### config.mk
export PLATFORM = sky130hd
export DESIGN_NAME = audio_adc_rx
export DESIGN_NICKNAME = d
export VERILOG_FILES = /design/src/rtl/audio_adc_rx_pkg.sv /design/src/rtl/audio_adc_rx_pin_sync.sv /design/src/rtl/audio_adc_rx.sv
export SDC_FILE = /design/constraint.sdc
export NUM_CORES = 1
export LEC_CHECK = 0
export ABC_AREA = 1
export BUFFER_PORTS_ARGS = -buffer_cell sky130_fd_sc_hd__buf_2
export CORE_MARGIN = 10
export CORE_UTILIZATION = 59
export CTS_CLUSTER_DIAMETER = 150
export CTS_CLUSTER_SIZE = 25
export DETAILED_ROUTE_END_ITERATION = 8
export PLACE_DENSITY = 0.82
export SYNTH_ARGS = -nofsm -noshare
export SYNTH_HDL_FRONTEND = slang
export SYNTH_HIERARCHICAL = 1
export SYNTH_SLANG_ARGS = --single-unit
### constraint.sdc
create_clock -name clk -period 2.6 [get_ports clk]
set_clock_uncertainty 0.1 [all_clocks]
set_input_delay 0.13 -clock clk [delete_from_list [all_inputs] [get_ports clk]]
set_output_delay 0.13 -clock clk [all_outputs]
set_load 0.01 [all_outputs]
### src/rtl/audio_adc_rx_pkg.sv
// audio_adc_rx_pkg: shared state encoding, default sizes and counter-width helper for the I2S ADC receiver
package audio_adc_rx_pkg;
  typedef enum logic [1:0] {ALIGN, LEFT, RIGHT} rx_state_e;
  localparam int DEF_SAMPLE_W = 16;
  localparam int DEF_SLOT_W = 32;
  localparam int DEF_SYNC_STAGES = 2;
  function automatic int cnt_w(input int n);
    return $clog2(n + 1);
  endfunction
endpackage

### src/rtl/audio_adc_rx_pin_sync.sv
// audio_adc_rx_pin_sync: synchronises the three I2S pins and produces a one-cycle bclk rising-edge strobe
module audio_adc_rx_pin_sync #(
  parameter int STAGES = 2
) (
  input  logic clk,
  input  logic rst,
  input  logic bclk_i,
  input  logic lrck_i,
  input  logic dat_i,
  output logic ev_o,
  output logic lrck_o,
  output logic dat_o
);
  logic [STAGES-1:0] bclk_q, lrck_q, dat_q;
  logic bclk_prev_q, ev_q, lrck_s_q, dat_s_q;
  // synchroniser chains; lrck/dat are re-registered with the strobe so all three stay cycle-aligned
  always_ff @(posedge clk) begin
    if (rst) begin
      bclk_q <= '0;
      lrck_q <= '0;
      dat_q <= '0;
      bclk_prev_q <= 1'b0;
      ev_q <= 1'b0;
      lrck_s_q <= 1'b0;
      dat_s_q <= 1'b0;
    end else begin
      bclk_q <= {bclk_q[STAGES-2:0], bclk_i};
      lrck_q <= {lrck_q[STAGES-2:0], lrck_i};
      dat_q <= {dat_q[STAGES-2:0], dat_i};
      bclk_prev_q <= bclk_q[STAGES-1];
      ev_q <= bclk_q[STAGES-1] & ~bclk_prev_q;
      lrck_s_q <= lrck_q[STAGES-1];
      dat_s_q <= dat_q[STAGES-1];
    end
  end
  assign ev_o = ev_q;
  assign lrck_o = lrck_s_q;
  assign dat_o = dat_s_q;
endmodule

### src/rtl/audio_adc_rx.sv
// audio_adc_rx: I2S ADC receiver deserialising stereo words into a left/right pair with valid/ready output
module audio_adc_rx
  import audio_adc_rx_pkg::*;
#(
  parameter int SAMPLE_W = DEF_SAMPLE_W,
  parameter int SLOT_W = DEF_SLOT_W,
  parameter int SYNC_STAGES = DEF_SYNC_STAGES
) (
  input  logic                clk,
  input  logic                rst,
  input  logic                aud_bclk,
  input  logic                aud_adclrck,
  input  logic                aud_adcdat,
  input  logic                enable,
  output logic [SAMPLE_W-1:0] left_data,
  output logic [SAMPLE_W-1:0] right_data,
  output logic                sample_valid,
  input  logic                sample_ready,
  output logic                overrun,
  output logic                frame_err
);
  localparam int CW = cnt_w(SLOT_W);
  localparam logic [CW-1:0] SW = CW'(SAMPLE_W);
  localparam logic [CW-1:0] SW1 = CW'(SAMPLE_W - 1);
  localparam logic [CW-1:0] SLOT = CW'(SLOT_W);
  logic ev, lrck_s, dat_s;
  rx_state_e state_q, state_d;
  logic lrck_prev_q, lrck_prev_d;
  logic [CW-1:0] bit_cnt_q, bit_cnt_d;
  logic [SAMPLE_W-1:0] sh_q, sh_d, word, left_hold_q, left_hold_d;
  logic [SAMPLE_W-1:0] left_q, left_d, right_q, right_d;
  logic valid_q, valid_d, overrun_q, overrun_d, ferr_q, ferr_d;
  logic chg, short_word, slot_end, commit, bad_commit, load;
  audio_adc_rx_pin_sync #(.STAGES(SYNC_STAGES)) u_sync (
    .clk(clk),
    .rst(rst),
    .bclk_i(aud_bclk),
    .lrck_i(aud_adclrck),
    .dat_i(aud_adcdat),
    .ev_o(ev),
    .lrck_o(lrck_s),
    .dat_o(dat_s)
  );
  // frame tracking, word assembly and output-pair handoff; the ev after an lrck change is the I2S delay slot
  always_comb begin
    chg = ev && (lrck_s != lrck_prev_q);
    short_word = bit_cnt_q < SW1;
    slot_end = ev && !chg && (bit_cnt_q == SLOT - CW'(1));
    word = (bit_cnt_q >= SW) ? sh_q : sh_q << (SW - bit_cnt_q);
    commit = enable && chg && (state_q != ALIGN) && !short_word;
    bad_commit = enable && chg && (state_q != ALIGN) && short_word;
    load = commit && (state_q == RIGHT) && (!valid_q || sample_ready);
    state_d = (!enable || slot_end || bad_commit) ? ALIGN :
              !chg ? state_q :
              (state_q == ALIGN) ? (lrck_s ? ALIGN : LEFT) :
              (state_q == LEFT) ? RIGHT : LEFT;
    lrck_prev_d = ev ? lrck_s : lrck_prev_q;
    bit_cnt_d = !ev ? bit_cnt_q : chg ? '0 : (bit_cnt_q == SLOT) ? bit_cnt_q : bit_cnt_q + CW'(1);
    sh_d = !ev ? sh_q : chg ? '0 : (bit_cnt_q < SW) ? {sh_q[SAMPLE_W-2:0], dat_s} : sh_q;
    left_hold_d = (commit && state_q == LEFT) ? word : left_hold_q;
    left_d = load ? left_hold_q : left_q;
    right_d = load ? word : right_q;
    valid_d = load ? 1'b1 : (valid_q && sample_ready) ? 1'b0 : valid_q;
    overrun_d = commit && (state_q == RIGHT) && !load;
    ferr_d = slot_end || bad_commit;
  end
  // state and output registers; reset discards any partial frame
  always_ff @(posedge clk) begin
    if (rst) begin
      state_q <= ALIGN;
      lrck_prev_q <= 1'b0;
      bit_cnt_q <= '0;
      sh_q <= '0;
      left_hold_q <= '0;
      left_q <= '0;
      right_q <= '0;
      valid_q <= 1'b0;
      overrun_q <= 1'b0;
      ferr_q <= 1'b0;
    end else begin
      state_q <= state_d;
      lrck_prev_q <= lrck_prev_d;
      bit_cnt_q <= bit_cnt_d;
      sh_q <= sh_d;
      left_hold_q <= left_hold_d;
      left_q <= left_d;
      right_q <= right_d;
      valid_q <= valid_d;
      overrun_q <= overrun_d;
      ferr_q <= ferr_d;
    end
  end
  assign left_data = left_q;
  assign right_data = right_q;
  assign sample_valid = valid_q;
  assign overrun = overrun_q;
  assign frame_err = ferr_q;
endmodule

[Yosys cells after proc, flatten, opt, wreduce, memory -nomap -nowiden]
Cells that the tools add are included.
Storage, ports and cells
  bits of input ports: 7
  flip-flop bits (word level): 86
  latch bits: 0
  bits in writable memories: 0
  memories: 0
  output and inout port bits: 35
  word-level logic and storage cells: 69
  memory bits (read-only): 0
Operators by class
  $mul: 0
  order comparisons: 3
  mux-type cells: 10
  divide/modulo/power cells: 0
  add/subtract/negate cells: 2
  shift operators: 1
  bitwise gates (word level): 2
  reduce and logical (&&, ||, !) cells: 28
  equality and inequality tests: 6
Operators by type and width (count)
  two-way mux 16 bit: 3
  left shift 16 x 6 -> 16 bit: 1
  logical AND 1 bit: 12
  two-way mux 6 bit: 2
  adder 6 x 1 -> 6 bit (second input constant): 1
  equality test 6 x 5 -> 1 bit (second input constant): 1
  equality test 6 bit (second input constant): 1
  greater-or-equal comparator 6 x 5 -> 1 bit (second input constant): 1
  < comparator 6 x 4 -> 1 bit (second input constant): 1
  < comparator 6 x 5 -> 1 bit (second input constant): 1
  nonzero test 2 bit: 3
  subtractor 5 x 6 -> 6 bit (first input constant): 1
  logical NOT 1 bit: 5
  logical OR 1 bit: 4
  two-way mux 2 bit: 2
  AND reduction 2 bit: 2
  two-way mux 1 bit: 3
  equality test 2 x 1 -> 1 bit (second input constant): 1
  equality test 2 bit (second input constant): 1
  logical NOT 2 bit: 1
  != test 2 bit (second input constant): 1
  OR reduction 2 bit: 1
  bitwise AND 1 bit: 1
  != test 1 bit: 1
  NOT 1 bit: 1

[Depth between registers and ports, before layout]
  depth in word-level cells: 9
  mapped depth: 15
  gate-level depth less buffers: 14

[Modules after synthesis]
Netlist, hierarchy kept.
By module, submodules not included
  audio_adc_rx: sequential area each 1521.5 µm², times used 1, cells each 553, area an instance 3881.2 µm²
  audio_adc_rx_pin_sync: sequential area each 200.2 µm², times used 1, cells each 31, area an instance 291.5 µm²

[Worst setup path before layout]
No wires, ideal clock.
  kind: register -> register
  start point: reg bit_cnt_q[0]
  end point: reg left_hold_q[15]
  stages on the path, launching flop included: 13
  setup time: 0.109 ns
  path slack: 0.366 ns
  data arrival time: 2.025 ns
  data required time: 2.391 ns
  buffers on the path: 2
  clock period less this slack: 2.234 ns
  cells stage by stage: dfxtp_1 inv_2 clkbuf_1 ha_1 inv_1 clkbuf_1 o211ai_1 o211ai_1 a21oi_1 a21oi_1 nand3_1 nand2_1 inv_1
On the way
  word-level cells in the longest chain between the ends: 4
  elaborated cells on any way between the ends: 8
  those cells by class: 1 x add/sub; 2 x order compare; 1 x shift; 1 x mux; 3 x reduce/logical
Ends and longest elaborated chain
  start, declared: line audio_adc_rx.sv:29  | logic [CW-1:0] bit_cnt_q, bit_cnt_d;
  start signal, assigned: line audio_adc_rx.sv:83  | bit_cnt_q <= bit_cnt_d;
  branches (longest 4 deep; another with subtractor 5 x 6 -> 6 bit)
  end signal, assigned: line audio_adc_rx.sv:85  | left_hold_q <= left_hold_d;
  end, declared: line audio_adc_rx.sv:30  | logic [SAMPLE_W-1:0] sh_q, sh_d, word, left_hold_q, left_hold_d;
Several ways; the timed one is not identified.
A chain may end at the register's enable or synchronous reset.

[Worst setup path after layout]
  start point: reg bit_cnt_q[2]
  end point: reg left_hold_q[3]
The elaborated chain is that of the path after synthesis.

==> metrics.txt <==
status completed; first-pass GRT wire length 18.0 mm; multi-input logic area 1980 µm²; CTS tree built; fillcell total 590; core footprint 6830 µm²; Max stage delay cell, worst path dfxtp_1; WP depth 13; post-DR wirelength/cell 14.6 µm; crit path launch type flop; Starting DRT DRC Count 250; DRC 0; Final Cycle Share 89.7%; Inserted Diodes 0; Worst VDD drop 0.408 mV; family with the most delay on the worst path simple AND/OR/NAND/NOR gates; RSZ-0062 raised after global routing no; Starting Density 61.1%; met1 wire length 4.59 mm; vias per cell 5.63; Critical Path Sink Type flop; DR WL met2 5.15 mm; sequential share of the synthesized area 41.3%; post-synth top area cell dfxtp_1; storage element area 1720 µm²; power per cell area 520 nW/µm²; hold buffer count at cts 5; CTS Sinks 86; vias in the first global route 3850; Clock Path Buffers 2; CP cell instances nor2_1, nand3_2, nand2_1, nand2_1, buf_4, nand3_1, nand2_1, nand3_1, nand2_1, nand3_1, o21ai_0, o21bai_1, inv_1; Critical Path Source bit_cnt_q[2]; post-layout util 68.8%; Hold Fails Final Rpt 0; most used cell, CP nand2_1; Slew Limit Fails 0; CTS Buf Count 9; clock latency on the worst-skew pair 360 ps; die area 10800 µm²; reg2reg start bit_cnt_q[2]; R2R cell count 13; CP endpoint left_hold_q[3]; Bufs and invs on worst path 2; Leak Pwr 2.11 nW; total power 0.00245 W; initial antenna violation count 0; Max Freq 429 MHz; Max Cap Viol 0; largest net degree at the start of global routing 37; final antenna-violating net count 0; DP HPWL 7.65 mm; CTS H-tree depth 3; Crit path largest cell delay 390 ps; I/O pins 42; grt total ovfl 0; Post-Synthesis Cell Area 4170 µm²; Max Used Layer met4; fin nets 634; number of port buffers 41; Top FF cell, synth dfxtp_1; top cell type's share of synthesized area 41.3%; Resized Gates After CTS 0; crit path DAT 2500 ps; Avg Synthesized Cell Area 7.15 µm²; final setup TNS 0 ps; hold_ws 164 ps; Die X 104 µm; EDFF count, synth 0; CP max FO 14; metal3 WL 671 µm; Crit Path Category flop to flop; Seq cells post-synth 86; Slew headroom 57.6%; GPL Wtd Cong 0.934; r2r endpoint left_hold_q[3]; Synth cell types 35; GRT Total Usage 19.3%; vias 4087; clock root buffer clkbuf_8; CP Data Required Time 2760 ps; 1st-pass router iterations 5; die height 104 µm; num rows 30; HP Start rst; layout cell share with drive strength beyond 1 14.3%; FF-to-FF setup slack 270 ps; final WL 10.6 mm; synthesis warning total 6; Slew @ Worst Pin 635 ps; minimum clock period 2330 ps; Reg clk slew, reported paths 90 ps; Hold WC Path Type input pin to flop; ys async rst share 0%; syn nets 593; post-synthesis cell count 584; Synth-to-Final Area Change 12.6%; final setup vio count 0; ranking of synthesized cells by area dfxtp_1, nand2_1, nand3_1, inv_1, o21a_1; setup bufs post-CTS 0
## cell usage in the layout (no fill, tap or decap), drive strengths merged, types with 3 or more instances in the layout
| cell type | Yosys | layout |
|---|---|---|
| nand2 | 139 | 139 |
| dfxtp | 86 | 86 |
| nand3 | 84 | 84 |
| inv | 80 | 83 |
| buf | 15 | 57 |
| a21oi | 30 | 30 |
| nor2 | 27 | 27 |
| o21a | 23 | 23 |
| o21ai | 17 | 17 |
| nand4 | 16 | 16 |
| a221oi | 15 | 15 |
| o211ai | 10 | 10 |
| clkbuf | 17 | 10 |
| a211oi | 5 | 5 |
| dlygate4sd3 | 0 | 5 |
| nor3 | 5 | 5 |
| o21bai | 3 | 3 |
## sequential cells by signal (all words and copies together) (netlist names), 2 cells and up
name,cells
u_sync/bclk_q,2
sh_q,16
u_sync/lrck_q,2
state_q,2
right_data,16
u_sync/dat_q,2
left_data,16
bit_cnt_q,6
left_hold_q,16
## logic make-up (layout without fill, tap and decap cells)
kind of cell | Yosys count | count (layout) | synth area share (%)
flip-flops | 86 | 86 | 41.3
buffers and inverters | 113 | 159 | 11.4
XOR/XNOR | 2 | 2 | 0.600
AND/OR/NAND/NOR | 276 | 276 | 29.7
AO/OA/AOI/OAI | 105 | 105 | 16.5
adder cells (fa/ha/maj) | 2 | 2 | 0.600
## synthesized netlist by cell type (2+ instances only)
library cell	count
ha_1	2
nor3b_1	2
nand4_1	16
nand3_1	83
a21oi_1	30
o21a_1	23
a221oi_1	15
a211oi_1	5
dfxtp_1	86
o211ai_1	10
nor2_2	2
inv_2	8
o21ai_1	3
nand2_2	2
nor4_1	2
nor2_1	24
nand2_1	136
clkbuf_1	17
o21ai_0	14
buf_2	7
inv_1	72
buf_4	5
buf_6	3
o21bai_1	3
nor3_1	4
## area by class of cell
cell class | instances | area share [%]
multi-input combinational | 385 | 42.1
sequential | 86 | 36.6
timing repair buffer | 62 | 8.26
inverter | 81 | 6.47
clock buffer | 10 | 2.93
tap | 96 | 2.56
clock inverter | 6 | 1.07
## stage by stage
stage,instance area [µm²],setup WS [ps],instances
global placement,4460,420,705
detailed placement,4460,371,705
finish,4700,267,726
CTS,4700,321,726
global route,4700,83.2,726
floorplan,4170,366,584
## metal layers
| layer | track usage (%) | vias up |
|---|---|---|
| li1 | - | 2022 |
| met3 | 4.40 | 22 |
| met2 | 32.3 | 141 |
| met5 | 0 | - |
| met1 | 23.6 | 1902 |
| met4 | 6.96 | 0 |
## report_power, final
part | total [W] | internal, W | switching, W
Clock | 0.000895 | 0.000385 | 0.000510
Combinational | 0.000203 | 0.0000670 | 0.000136
Sequential | 0.00135 | 0.00133 | 0.0000141
Total | 0.00245 | 0.00179 | 0.000660
## how the worst min path moves through the flow
stage                            end  depth (start not counted)
floorplan           u_sync/bclk_q[0]                          2
global placement     u_sync/dat_q[0]                          3
detailed placement   u_sync/dat_q[0]                          3
CTS                 u_sync/bclk_q[1]                          3
global route        u_sync/bclk_q[0]                          3
finish               u_sync/dat_q[0]                          3
## worst reg2reg max path, stage by stage, from the launching register on
cell and delay [ps]:
dfxtp_1 390, nor2_1 180, nand3_2 110, nand2_1 70
nand2_1 280, buf_4 290, nand3_1 80, nand2_1 80
nand3_1 130, nand2_1 100, nand3_1 80, o21ai_0 140
o21bai_1 160, inv_1 50
(Power assumes the default switching activity.)
